===== config.mk =====
export PLATFORM = sky130hd
export DESIGN_NAME = window_shift_scheduler
export DESIGN_NICKNAME = d
export VERILOG_FILES = /design/src/rtl/window_shift_scheduler_pkg.sv /design/src/rtl/window_shift_scheduler_period_ticker.sv /design/src/rtl/window_shift_scheduler.sv
export SDC_FILE = /design/constraint.sdc
export NUM_CORES = 1
export LEC_CHECK = 0
export ABC_CLOCK_PERIOD_IN_PS = 3700
export CAP_MARGIN = 20
export CORE_ASPECT_RATIO = 0.75
export CORE_MARGIN = 2
export CORE_UTILIZATION = 44
export CTS_CLUSTER_DIAMETER = 150
export DETAILED_ROUTE_END_ITERATION = 7
export GPL_TIMING_DRIVEN = 0
export PLACE_DENSITY = 0.85
export SKIP_LAST_GASP = 1
export SLEW_MARGIN = 20
export SYNTH_ARGS = -nofsm -noshare
export SYNTH_HDL_FRONTEND = slang
export SYNTH_HIERARCHICAL = 1
export SYNTH_SLANG_ARGS = --single-unit

===== constraint.sdc =====
create_clock -name clk -period 3.7 [get_ports clk]
set_input_delay 0.74 -clock clk [delete_from_list [all_inputs] [get_ports clk]]
set_output_delay 0.74 -clock clk [all_outputs]
set_load 0.01 [all_outputs]

===== src/rtl/window_shift_scheduler_pkg.sv =====
// Shared definitions for the window shift scheduler.
//   state_t        : controller states (IDLE, SHIFT, EVAL)
//   *_DEFAULT      : default event width and window depth
//   fill_width()   : bits needed to hold a fill level of 0..depth
package window_shift_scheduler_pkg;

    localparam int DATA_W_DEFAULT = 64;
    localparam int DEPTH_DEFAULT  = 6;

    typedef enum logic [1:0] {
        IDLE  = 2'd0,
        SHIFT = 2'd1,
        EVAL  = 2'd2
    } state_t;

    function automatic int fill_width(input int depth);
        return $clog2(depth + 1);
    endfunction

endpackage


===== src/rtl/window_shift_scheduler_period_ticker.sv =====
// Free-running period counter for the window shift scheduler.
// Counts 0..PERIOD-1 on every enabled cycle and flags the wrap.
// Ports:
//   clk  : system clock, rising edge
//   rst  : synchronous reset, active-low
//   en   : count enable; 0 freezes the counter
//   tick : high during the enabled cycle whose edge wraps the counter
module period_ticker
    import window_shift_scheduler_pkg::*;
#(
    parameter int PERIOD = 8
) (
    input  logic clk,
    input  logic rst,
    input  logic en,
    output logic tick
);

    localparam int              CNT_W = $clog2(PERIOD);
    localparam logic [CNT_W-1:0] LAST = CNT_W'(PERIOD - 1);

    logic [CNT_W-1:0] count;

    // Combinational so the scheduler sees the tick in the same cycle the
    // counter wraps; it is inherently one cycle wide.
    assign tick = en && (count == LAST);

    // NOTE: sequential state is written with non-blocking assignments so every
    // register samples pre-edge values regardless of process ordering.
    always_ff @(posedge clk) begin
        if (!rst) begin
            count <= '0;
        end else if (en) begin
            count <= tick ? '0 : count + CNT_W'(1);
        end
    end

endmodule


===== src/rtl/window_shift_scheduler.sv =====
// Controller for the sliding-window shift datapath of the RTLola monitor.
// Accepts events over valid/ready, issues one-cycle shift enables with the
// registered event value, tracks window fill and raises periodic evaluation
// requests, counting ticks that could not be raised.
// Ports:
//   clk, rst      : clock (rising edge), synchronous active-low reset
//   en            : global enable; 0 freezes all state
//   in_valid/in_data/in_ready : input event handshake
//   shift_en/shift_data       : one-cycle shift strobe and its data
//   fill_count/window_full    : number of valid window slots, full flag
//   eval_valid/eval_partial/eval_ready : evaluation request handshake
//   missed_ticks  : saturating count of dropped period ticks
module window_shift_scheduler
    import window_shift_scheduler_pkg::*;
#(
    parameter int DATA_W = DATA_W_DEFAULT,
    parameter int DEPTH  = DEPTH_DEFAULT,
    parameter int PERIOD = 8,
    parameter int MISS_W = 8
) (
    input  logic                           clk,
    input  logic                           rst,
    input  logic                           en,
    input  logic                           in_valid,
    input  logic signed [DATA_W-1:0]       in_data,
    output logic                           in_ready,
    output logic                           shift_en,
    output logic signed [DATA_W-1:0]       shift_data,
    output logic [fill_width(DEPTH)-1:0]   fill_count,
    output logic                           window_full,
    output logic                           eval_valid,
    output logic                           eval_partial,
    input  logic                           eval_ready,
    output logic [MISS_W-1:0]              missed_ticks
);

    localparam int               FILL_W = fill_width(DEPTH);
    localparam logic [FILL_W-1:0] FULL  = FILL_W'(DEPTH);

    state_t state;
    state_t state_next;
    logic   pending_eval;
    logic   tick;
    logic   raise_eval;
    logic   accept;
    logic   busy;

    period_ticker #(
        .PERIOD (PERIOD)
    ) u_ticker (
        .clk  (clk),
        .rst  (rst),
        .en   (en),
        .tick (tick)
    );

    // State register: holds while en=0.
    always_ff @(posedge clk) begin
        if (!rst) begin
            state <= IDLE;
        end else if (en) begin
            state <= state_next;
        end
    end

    // Next-state logic. A pending evaluation wins over a waiting event.
    // NOTE: state_next gets a default before the case so no path leaves it
    // unassigned, which would otherwise infer a latch.
    always_comb begin
        state_next = state;
        unique case (state)
            IDLE: begin
                if (pending_eval) begin
                    state_next = EVAL;
                end else if (in_valid) begin
                    state_next = SHIFT;
                end
            end
            SHIFT:   state_next = IDLE;
            EVAL: begin
                if (eval_ready) begin
                    state_next = IDLE;
                end
            end
            default: state_next = IDLE;
        endcase
    end

    // Output logic. eval_valid comes straight from the state register, so it
    // holds through en=0 and drops on the reset edge.
    always_comb begin
        in_ready    = en && (state == IDLE) && !pending_eval;
        shift_en    = en && (state == SHIFT);
        eval_valid  = (state == EVAL);
        window_full = (fill_count == FULL);
    end

    // tick, in_ready and shift_en already carry en, so the terms below only
    // fire on enabled cycles.
    assign raise_eval = en && (state == IDLE) && pending_eval;
    assign accept     = in_valid && in_ready;
    // A tick cannot be queued while one is pending or being served.
    assign busy       = pending_eval || (state == EVAL);

    always_ff @(posedge clk) begin
        if (!rst) begin
            pending_eval <= 1'b0;
            missed_ticks <= '0;
            eval_partial <= 1'b0;
            shift_data   <= '0;
            fill_count   <= '0;
        end else begin
            // Clearing wins: a tick landing on the IDLE->EVAL cycle is
            // counted as missed below rather than re-queued.
            if (raise_eval) begin
                pending_eval <= 1'b0;
            end else if (tick && !busy) begin
                pending_eval <= 1'b1;
            end

            if (tick && busy && (missed_ticks != '1)) begin
                missed_ticks <= missed_ticks + MISS_W'(1);
            end

            // Latched when the request is raised and held until the next one.
            if (raise_eval) begin
                eval_partial <= !window_full;
            end

            if (accept) begin
                shift_data <= in_data;
            end

            // The window only fills; reset is the only way to empty it.
            if (shift_en && (fill_count != FULL)) begin
                fill_count <= fill_count + FILL_W'(1);
            end
        end
    end

endmodule


# Word level (Yosys, flattened, before mapping)
# Cells that the tools add are included.
# classes
add_sub_neg	3
multipliers	0
div_mod_pow	0
order_cmp	0
n_eq_ne	8
shift	0
muxes	5
bitwise_logic	1
reduce_logical	17
# ops
operator	n
logical AND 1 bit	10
adder 8 x 1 -> 8 bit, second input constant	1
inequality test 8 bit, second input constant	1
adder 3 x 1 -> 3 bit, second input constant	2
== test 3 bit, second input constant	2
2-to-1 mux 2 bit	3
inequality test 3 bit, second input constant	2
one-hot mux 2 bit (2 select lines)	1
logical NOT 1 bit	3
2-to-1 mux 3 bit	1
AND reduction 3 bit	1
== test 2 x 1 -> 1 bit, second input constant	1
== test 2 bit, second input constant	1
logical NOT 2 bit	1
inequality test 2 x 1 -> 1 bit, second input constant	1
OR reduction 2 bit	1
logical OR 1 bit	1
inverter 1 bit	1
# word_totals
register_bits	82
latch_bits	0
ram_bits	0
romBits	0
in_bits	69
elab_cells	41
mem_count	0

# Logic depth before layout (Yosys ltp)
# Gate-level depths: netlist of run 1.
# depth
word_depth	4
ltp_mapped	7
ltp_nobuf	6

# Cells and area by module
# The synthesis of run 1 kept the hierarchy.
# modules_own_cells
module	n_inst	cells_per_inst	area_each_um2	seq_area_each_um2
window_shift_scheduler	1	366	3079.2	1581.5
period_ticker	1	14	155.1	60.1

# Worst setup path after synthesis of run 1
# Ideal clock, no wire load.
# synth_timing
path_type	input -> register
start	input en
end	register shift_data[19]
setup_ps	126
arrival_ps	1650
t_required_ps	3574
slack_ps	1924
path_stages	7
path_cell_list	nor4b_4 -> nand2_1 -> buf_6 -> buf_6 -> buf_6 -> nand3_1 -> o21ai_1
# synth_via
elab_chain_len	3
# synth_rtl
item	line_no	source
start, declared	window_shift_scheduler.sv:23	input logic en,
logical AND 1 bit (2 in series)	window_shift_scheduler.sv:92	in_ready = en && (state == IDLE) && !pending_eval;
logical AND 1 bit	window_shift_scheduler.sv:101	assign accept = in_valid && in_ready;
end signal, assigned	window_shift_scheduler.sv:131	shift_data <= in_data;
end, declared	window_shift_scheduler.sv:28	output logic signed [DATA_W-1:0] shift_data,
# No other way between the ends.
# A chain may end at the register's enable or synchronous reset.

# Final worst setup path of run 1
# layout_timing
start	input en
end	output in_ready
# layout_via
elab_chain_len	2
# layout_rtl
item	line_no	source
logical AND 1 bit (2 in series)	window_shift_scheduler.sv:92	
end, declared	window_shift_scheduler.sv:26	output logic in_ready,
# No other way between the ends.

==> qor.txt, run 1 <==
Outcome - finished, final reports clean
Die Span Y - 78.3 um
Slew Limit Fails - 0
Switching share of power - 23.5%
GP Congestion - 0.778
Most frequent CP cell - clkdlybuf4s50_1
Drt wl/cell - 14.0 um
Row count - 27
Io pins - 149
CP Class - input pin to output pin
Multi-input gate area - 1440 sq um
P&R area growth vs syn - 56.4%
Comb power frac - 14.5%
Post-Synth XOR/XNOR Area - 0.812%
CP Capture Type - output pin
MaxCap Viol Count - 0
Fin. Hold Viols - 0
First drt pass iteration count - 4
Root buffer cell - clkbuf_8
Antenna-violating nets left - 0
DR DRC count - 0
First-pass GRT wire length - 14500 um
Post-Synth Simple-Gate Area - 26.2%
Antenna violations before repair - 0
Ant. Diodes - 0
Post-cts sizing count - 0
Hold Path Depth - 2
Mapped Cells - 380
Ys flop type - dfxtp_1
Post-synth ARST share - 0%
Highest-delay cell along the critical path - clkdlybuf4s50_1
Register Area - 1640 sq um
Vias in the first global route - 3046
HP Class - flip-flop to flip-flop
Pleak - 0.00187 uW
Unrepaired setup endpoints after global routing - no
Via Count - 3302
Hold-fix buffers, CTS - 0
Synth area leader - dfxtp_1
DRT iter0 DRCs - 139
Worst-path clk slew - 80 ps
Largest net degree at the start of global routing - 14
Syn Std Cell Area - 3230 sq um
Via density - 5.13
Clock power share - 36.7%
Internal Power - 1470 uW
Final TNS setup - 0 ps
Number of setup buffers added after CTS - 0
CP Data Required Time - 2960 ps
CP Launch Type - input pin
HPWL after DPL - 6710 um
H-tree depth - 3
Min Tclk post-route - 3000 ps
Pwr per Cell Area - 381 nW/um^2
VDD IR max - 0.277 mV
Syn_nets - 454
Synth warn - 6
Share of post-route cells with drive strength above 1 - 6.45%
IO buf count - 148
Largest family of logic cells by synthesized area - simple AND/OR/NAND/NOR gates
CP arrival - 2260 ps
Synth top area cells - dfxtp_1, nand3_1, o21ai_0
Inserted Clock Buffers - 9
Multiplexer share of the synthesized area - 0.309%
Total global-route track usage - 22.8%
Syn Area/Cell - 8.51 sq um
Biggest cell delay along the critical path - 670 ps
Initial Utilization - 44.7%
Post-Route Skew - 4.22 ps
Worst Path Max Fanout - 11
Clk sinks - 82
Number of cells on the worst reg-to-reg path - 5
CP delay by family, top - buffers and inverters
Final WL - 9030 um
Final critical-path share of the clock period - 81.0%
Most common cell after layout, fill and taps aside - clkdlybuf4s50_1
Clock Path Buffers - 2
Yosys cell types - 40
Remaining Overflow, GRT - 0
Die area - 8060 sq um
Final setup fails - 0
Number of buffers and inverters on the critical path - 2
Most frequent cells in the layout - clkdlybuf4s50_1, dfxtp_1, nand2_1, nand3_1, o21ai_0
CTS tree - yes
Post-synth top area share - 50.8%
Number of synthesized flops with an enable pin - 0
Slew @ Worst Pin - 616 ps
Compound-cell area share of the yosys netlist - 15.2%
CP cell instances - clkdlybuf4s50_1 -> nor4b_4 -> clkdlybuf4s50_1
Seq pwr share - 48.8%
Worst-skew pair later-pin latency - 340 ps
Core ar. - 7230 sq um
Post-Synth Adder-Cell Area - 1.93%
WP depth - 3
Fillers - 618
Switch Pwr - 452 uW
Synthesized flop and latch total - 82
Rel. slew slack - 58.4%
Register area share after synthesis - 50.8%
Chip width - 103 um
Final Power - 1930 uW
Fmax - 0.334 GHz
Final nets - 613
==> cell type report <==
cell class / instances / share of cell area [%]
Clock buffer: 11 / 2.79
Clock inverter: 4 / 1.51
Sequential cell: 82 / 32.4
Tap cell: 101 / 2.50
Buffer: 30 / 2.82
Timing Repair Buffer: 148 / 29.3
Inverter: 3 / 0.223
Multi-Input combinational cell: 265 / 28.4
==> cell families (layout without fill, tap and decap cells) <==
family          after synthesis  count (layout)
simple gates                172             172
compound gates               84              84
flops                        82              82
buf+inv                      33             196
fa+ha+maj                     5               5
xor+xnor                      3               3
mux                           1               1
==> power by group through the flow <==
stage	Sequential [uW]	Clock, uW	Combinational, uW
2_1_floorplan	977	0	88.0
3_5_place_dp	962	0	280
5_1_grt	945	764	306
3_3_place_gp	959	0	276
6_report	941	707	279
4_1_cts	941	724	281
==> cells in the mapped netlist, types with 3 or more instances <==
master and count:
xnor2_1 3, dfxtp_1 82, inv_1 3, nor2b_1 4
nand2_1 70, buf_6 3, clkbuf_1 14, buf_1 7
o21ai_2 5, and2_1 4, o21ai_0 61, nor2_1 4
o21ai_1 5, ha_1 5, buf_2 6, nand4_1 3
nand3_1 70
==> stage by stage <==
step / utilization, % / cell area [sq um] / hold slack [ps] / setup slack (ps) / instances
after floorplan: - / 3230 / 453 / 1920 / 380
after global placement: 67.0 / 4840 / 445 / 720 / 629
after detailed placement: 67.0 / 4840 / 450 / 705 / 629
after CTS: 70.0 / 5060 / 461 / 701 / 644
after global routing: 70.0 / 5060 / 491 / 622 / 644
final: 70.0 / 5060 / 460 / 703 / 644
==> layer usage <==
| metal | part of all wire (%) | vias to the layer above | GRT usage [%] |
|---|---|---|---|
| li1 | - | 1639 | - |
| met1 | 42 | 1518 | 27.6 |
| met2 | 47 | 134 | 36.3 |
| met3 | 10 | 11 | 11.3 |
| met4 | 1.1 | 0 | 5.53 |
| met5 | 0 | - | 0 |
==> tightest hold or removal path, delay by kind of cell (launching register included) <==
family / cells / cell delay, ps
flops: 1 / 320
simple gates: 1 / 60
compound gates: 1 / 50
==> state kept, by name, summed over array words and instances (netlist names) <==
name,flops
missed_ticks,8
state,2
shift_data,64
fill_count,3
eval_partial,1
pending_eval,1
u_ticker/count,3
==> final timing paths <==
path	from	to	slack, ps
max	en	in_ready	700
min	shift_data[21]	shift_data[21]	460
max reg2reg	missed_ticks[0]	missed_ticks[0]	1970
min reg2reg	shift_data[21]	shift_data[21]	460
Power figures use the tool's default switching activity.
==> run 2: changes to the inputs <==
- ABC_CLOCK_PERIOD_IN_PS: 3700 -> 3060
- CORE_UTILIZATION: 44 -> 41
- PLACE_DENSITY: 0.85 -> 0.8
- clock period: 3.7 -> 3.06 ns (I/O delays scaled with it)
==> qor.txt, run 2 (synthesis results as in run 1) <==
Outcome - finished, final reports clean (unchanged)
Final nets - 613 (unchanged)
Row count - 28 (was 27)
P&R area growth vs syn - 55.2% (was 56.4%)
Largest Register - shift_data (unchanged)
HPWL after DPL - 7040 um (was 6710 um)
Reg2reg end - missed_ticks[4] (was missed_ticks[0])
Die area - 8620 sq um (was 8060 sq um)
Min Tclk post-route - 2740 ps
Slew @ Worst Pin - 566 ps (was 616 ps)
CTS tree - yes (unchanged)
Final WL - 9390 um (was 9030 um)
Root buffer cell - clkbuf_8 (unchanged)
HP Class - flip-flop to flip-flop (unchanged)
Worst-skew pair later-pin latency - 350 ps (was 340 ps)
Worst setup endpoint - shift_en (was in_ready)
Switch Pwr - 552 uW (was 452 uW)
Slew Limit Fails - 0 (unchanged)
Largest net degree at the start of global routing - 14 (unchanged)
VDD IR max - 0.260 mV (was 0.277 mV)
Drt wl/cell - 14.5 um (was 14.0 um)
Clock Path Buffers - 2 (unchanged)
Most frequent cells in the layout - clkdlybuf4s50_1, dfxtp_1, nand2_1, nand3_1, o21ai_0 (unchanged)
Ant. Diodes - 0 (unchanged)
Cell Area, Placed - 4850 sq um (was 4840 sq um)
Via Count - 3266 (was 3302)
Biggest cell delay along the critical path - 670 ps (about the same)
Via density - 5.03 (was 5.13)
Unrepaired setup endpoints after global routing - no (unchanged)
First drt pass iteration count - 4 (unchanged)
Chip width - 107 um (was 103 um)
Clk sinks - 82 (unchanged)
Max FFs per register - 64 (unchanged)
Io pins - 149 (unchanged)
WP depth - 3 (unchanged)
Core ar. - 7780 sq um (was 7230 sq um)
Total global-route track usage - 22.1% (was 22.8%)
Final TNS setup - 0 ps (unchanged)
Highest-delay cell along the critical path - clkdlybuf4s50_1 (unchanged)
Share of post-route cells with drive strength above 1 - 6.43% (was 6.45%)
Comb power frac - 15.6% (was 14.5%)
Internal Power - 1620 uW (was 1470 uW)
GP Congestion - 0.742 (was 0.778)
Seq pwr share - 52.5% (was 48.8%)
Worst Path Max Fanout - 11 (unchanged)
Remaining Overflow, GRT - 0 (unchanged)
Pleak - 0.00184 uW (was 0.00187 uW)
Most common cell after layout, fill and taps aside - clkdlybuf4s50_1 (unchanged)
Inserted Clock Buffers - 9 (unchanged)
CP Launch Type - input pin (unchanged)
Switching share of power - 25.4% (was 23.5%)
First-pass GRT wire length - 15100 um (was 14500 um)
DRT iter0 DRCs - 83 (was 139)
Final setup fails - 0 (unchanged)
Fin. Hold Viols - 0 (unchanged)
CP Class - input pin to output pin (unchanged)
Antenna-violating nets left - 0 (unchanged)
CP Data Required Time - 2450 ps (was 2960 ps)
Hold-fix buffers, CTS - 0 (unchanged)
Fmax - 0.364 GHz
DR DRC count - 0 (unchanged)
Fillers - 702 (was 618)
H-tree depth - 3 (unchanged)
Worst Setup SP - en (unchanged)
CP arrival - 2130 ps (was 2260 ps)
Most frequent CP cell - clkdlybuf4s50_1 (unchanged)
R2r setup slk - 1320 ps (was 1970 ps)
Initial Utilization - 41.6% (was 44.7%)
Antenna violations before repair - 0 (unchanged)
Final critical-path share of the clock period - 89.7%
FF-to-FF Start - missed_ticks[1] (was missed_ticks[0])
Worst-path clk slew - 70 ps (was 80 ps)
Number of cells on the worst reg-to-reg path - 5 (unchanged)
Vias in the first global route - 3221 (was 3046)
Number of buffers and inverters on the critical path - 2 (unchanged)
Clock power share - 31.9% (was 36.7%)
Post-Route Skew - 14.9 ps (was 4.22 ps)
Post-route cell area - 5020 sq um (was 5060 sq um)
Biggest regs - shift_data x64, missed_ticks x8 (unchanged)
Hold Path Depth - 2 (unchanged)
CP Capture Type - output pin (unchanged)
CP delay by family, top - buffers and inverters (unchanged)
CP cell instances - clkdlybuf4s50_1 -> and3b_1 -> clkdlybuf4s50_1 (was clkdlybuf4s50_1 -> nor4b_4 -> clkdlybuf4s50_1)
Pwr per Cell Area - 433 nW/um^2 (was 381 nW/um^2)
Number of setup buffers added after CTS - 0 (unchanged)
MaxCap Viol Count - 0 (unchanged)
Rel. slew slack - 61.8% (was 58.4%)
Post-cts sizing count - 0 (unchanged)
Die Span Y - 80.9 um (was 78.3 um)
IO buf count - 148 (unchanged)
run 2: changes by cell type in the layout (fill, tap and decap cells not counted), sizes merged:
cell	delta
bufinv	-2
clkbuf	+1
clkinvlp	+2
run 2: power groups by stage:
| stage | Clock [uW] | Combinational, uW | Sequential (uW) |
|---|---|---|---|
| 6_report | 693 | 340 | 1140 |
| 5_1_grt | 757 | 371 | 1140 |
| 4_1_cts | 704 | 343 | 1140 |
| 3_5_place_dp | 0 | 341 | 1160 |
| 3_3_place_gp | 0 | 334 | 1160 |
| 2_1_floorplan | 0 | 106 | 1180 |
run 2: worst register-to-register path: stages, from the launching register on:
cell      delay (ps)
dfxtp_1          460
ha_1             340
nand4_1          180
o221ai_2         390
o21ai_0          170
a21boi_1         140
run 2: worst min-delay path by stage:
stage,slack (ps),startpoint,endpoint
final,460,shift_data[21],shift_data[21]
after detailed placement,460,shift_data[28],shift_data[28]
after global placement,450,shift_data[22],shift_data[22]
after CTS,470,shift_data[21],shift_data[21]
after global routing,490,shift_data[21],shift_data[21]
after floorplan,450,u_ticker/count[2],u_ticker/count[2]
run 2: metal layers:
metal | vias to the layer above | routed length, um | global-route usage [%]
met5 | - | 0 | 0
met1 | 1513 | 4080 | 26.2
met2 | 110 | 4250 | 36.6
li1 | 1637 | - | -
met4 | 0 | 66 | 4.29
met3 | 6 | 990 | 11.2
run 2: area by class of cell:
cell class	instances	area (sq um)	share of cell area, %
clock buffer	12	145	2.89
tap	105	131	2.62
inverter	3	11.3	0.224
multi-input combinational	265	1440	28.7
sequential	82	1640	32.7
clock inverter	4	27.5	0.548
buffer	30	143	2.84
timing repair buffer	148	1480	29.5
run 2: metrics by stage:
| stage | power [uW] | hold WS (ps) | setup WS (ps) | instances | util [%] |
|---|---|---|---|---|---|
| floorplan | 1290 | 453 | 1410 | 380 | - |
| global placement | 1490 | 446 | 338 | 633 | 62.3 |
| detailed placement | 1500 | 460 | 287 | 633 | 62.3 |
| CTS | 2190 | 471 | 304 | 649 | 64.5 |
| global route | 2270 | 489 | 246 | 649 | 64.5 |
| finish | 2170 | 461 | 316 | 649 | 64.5 |
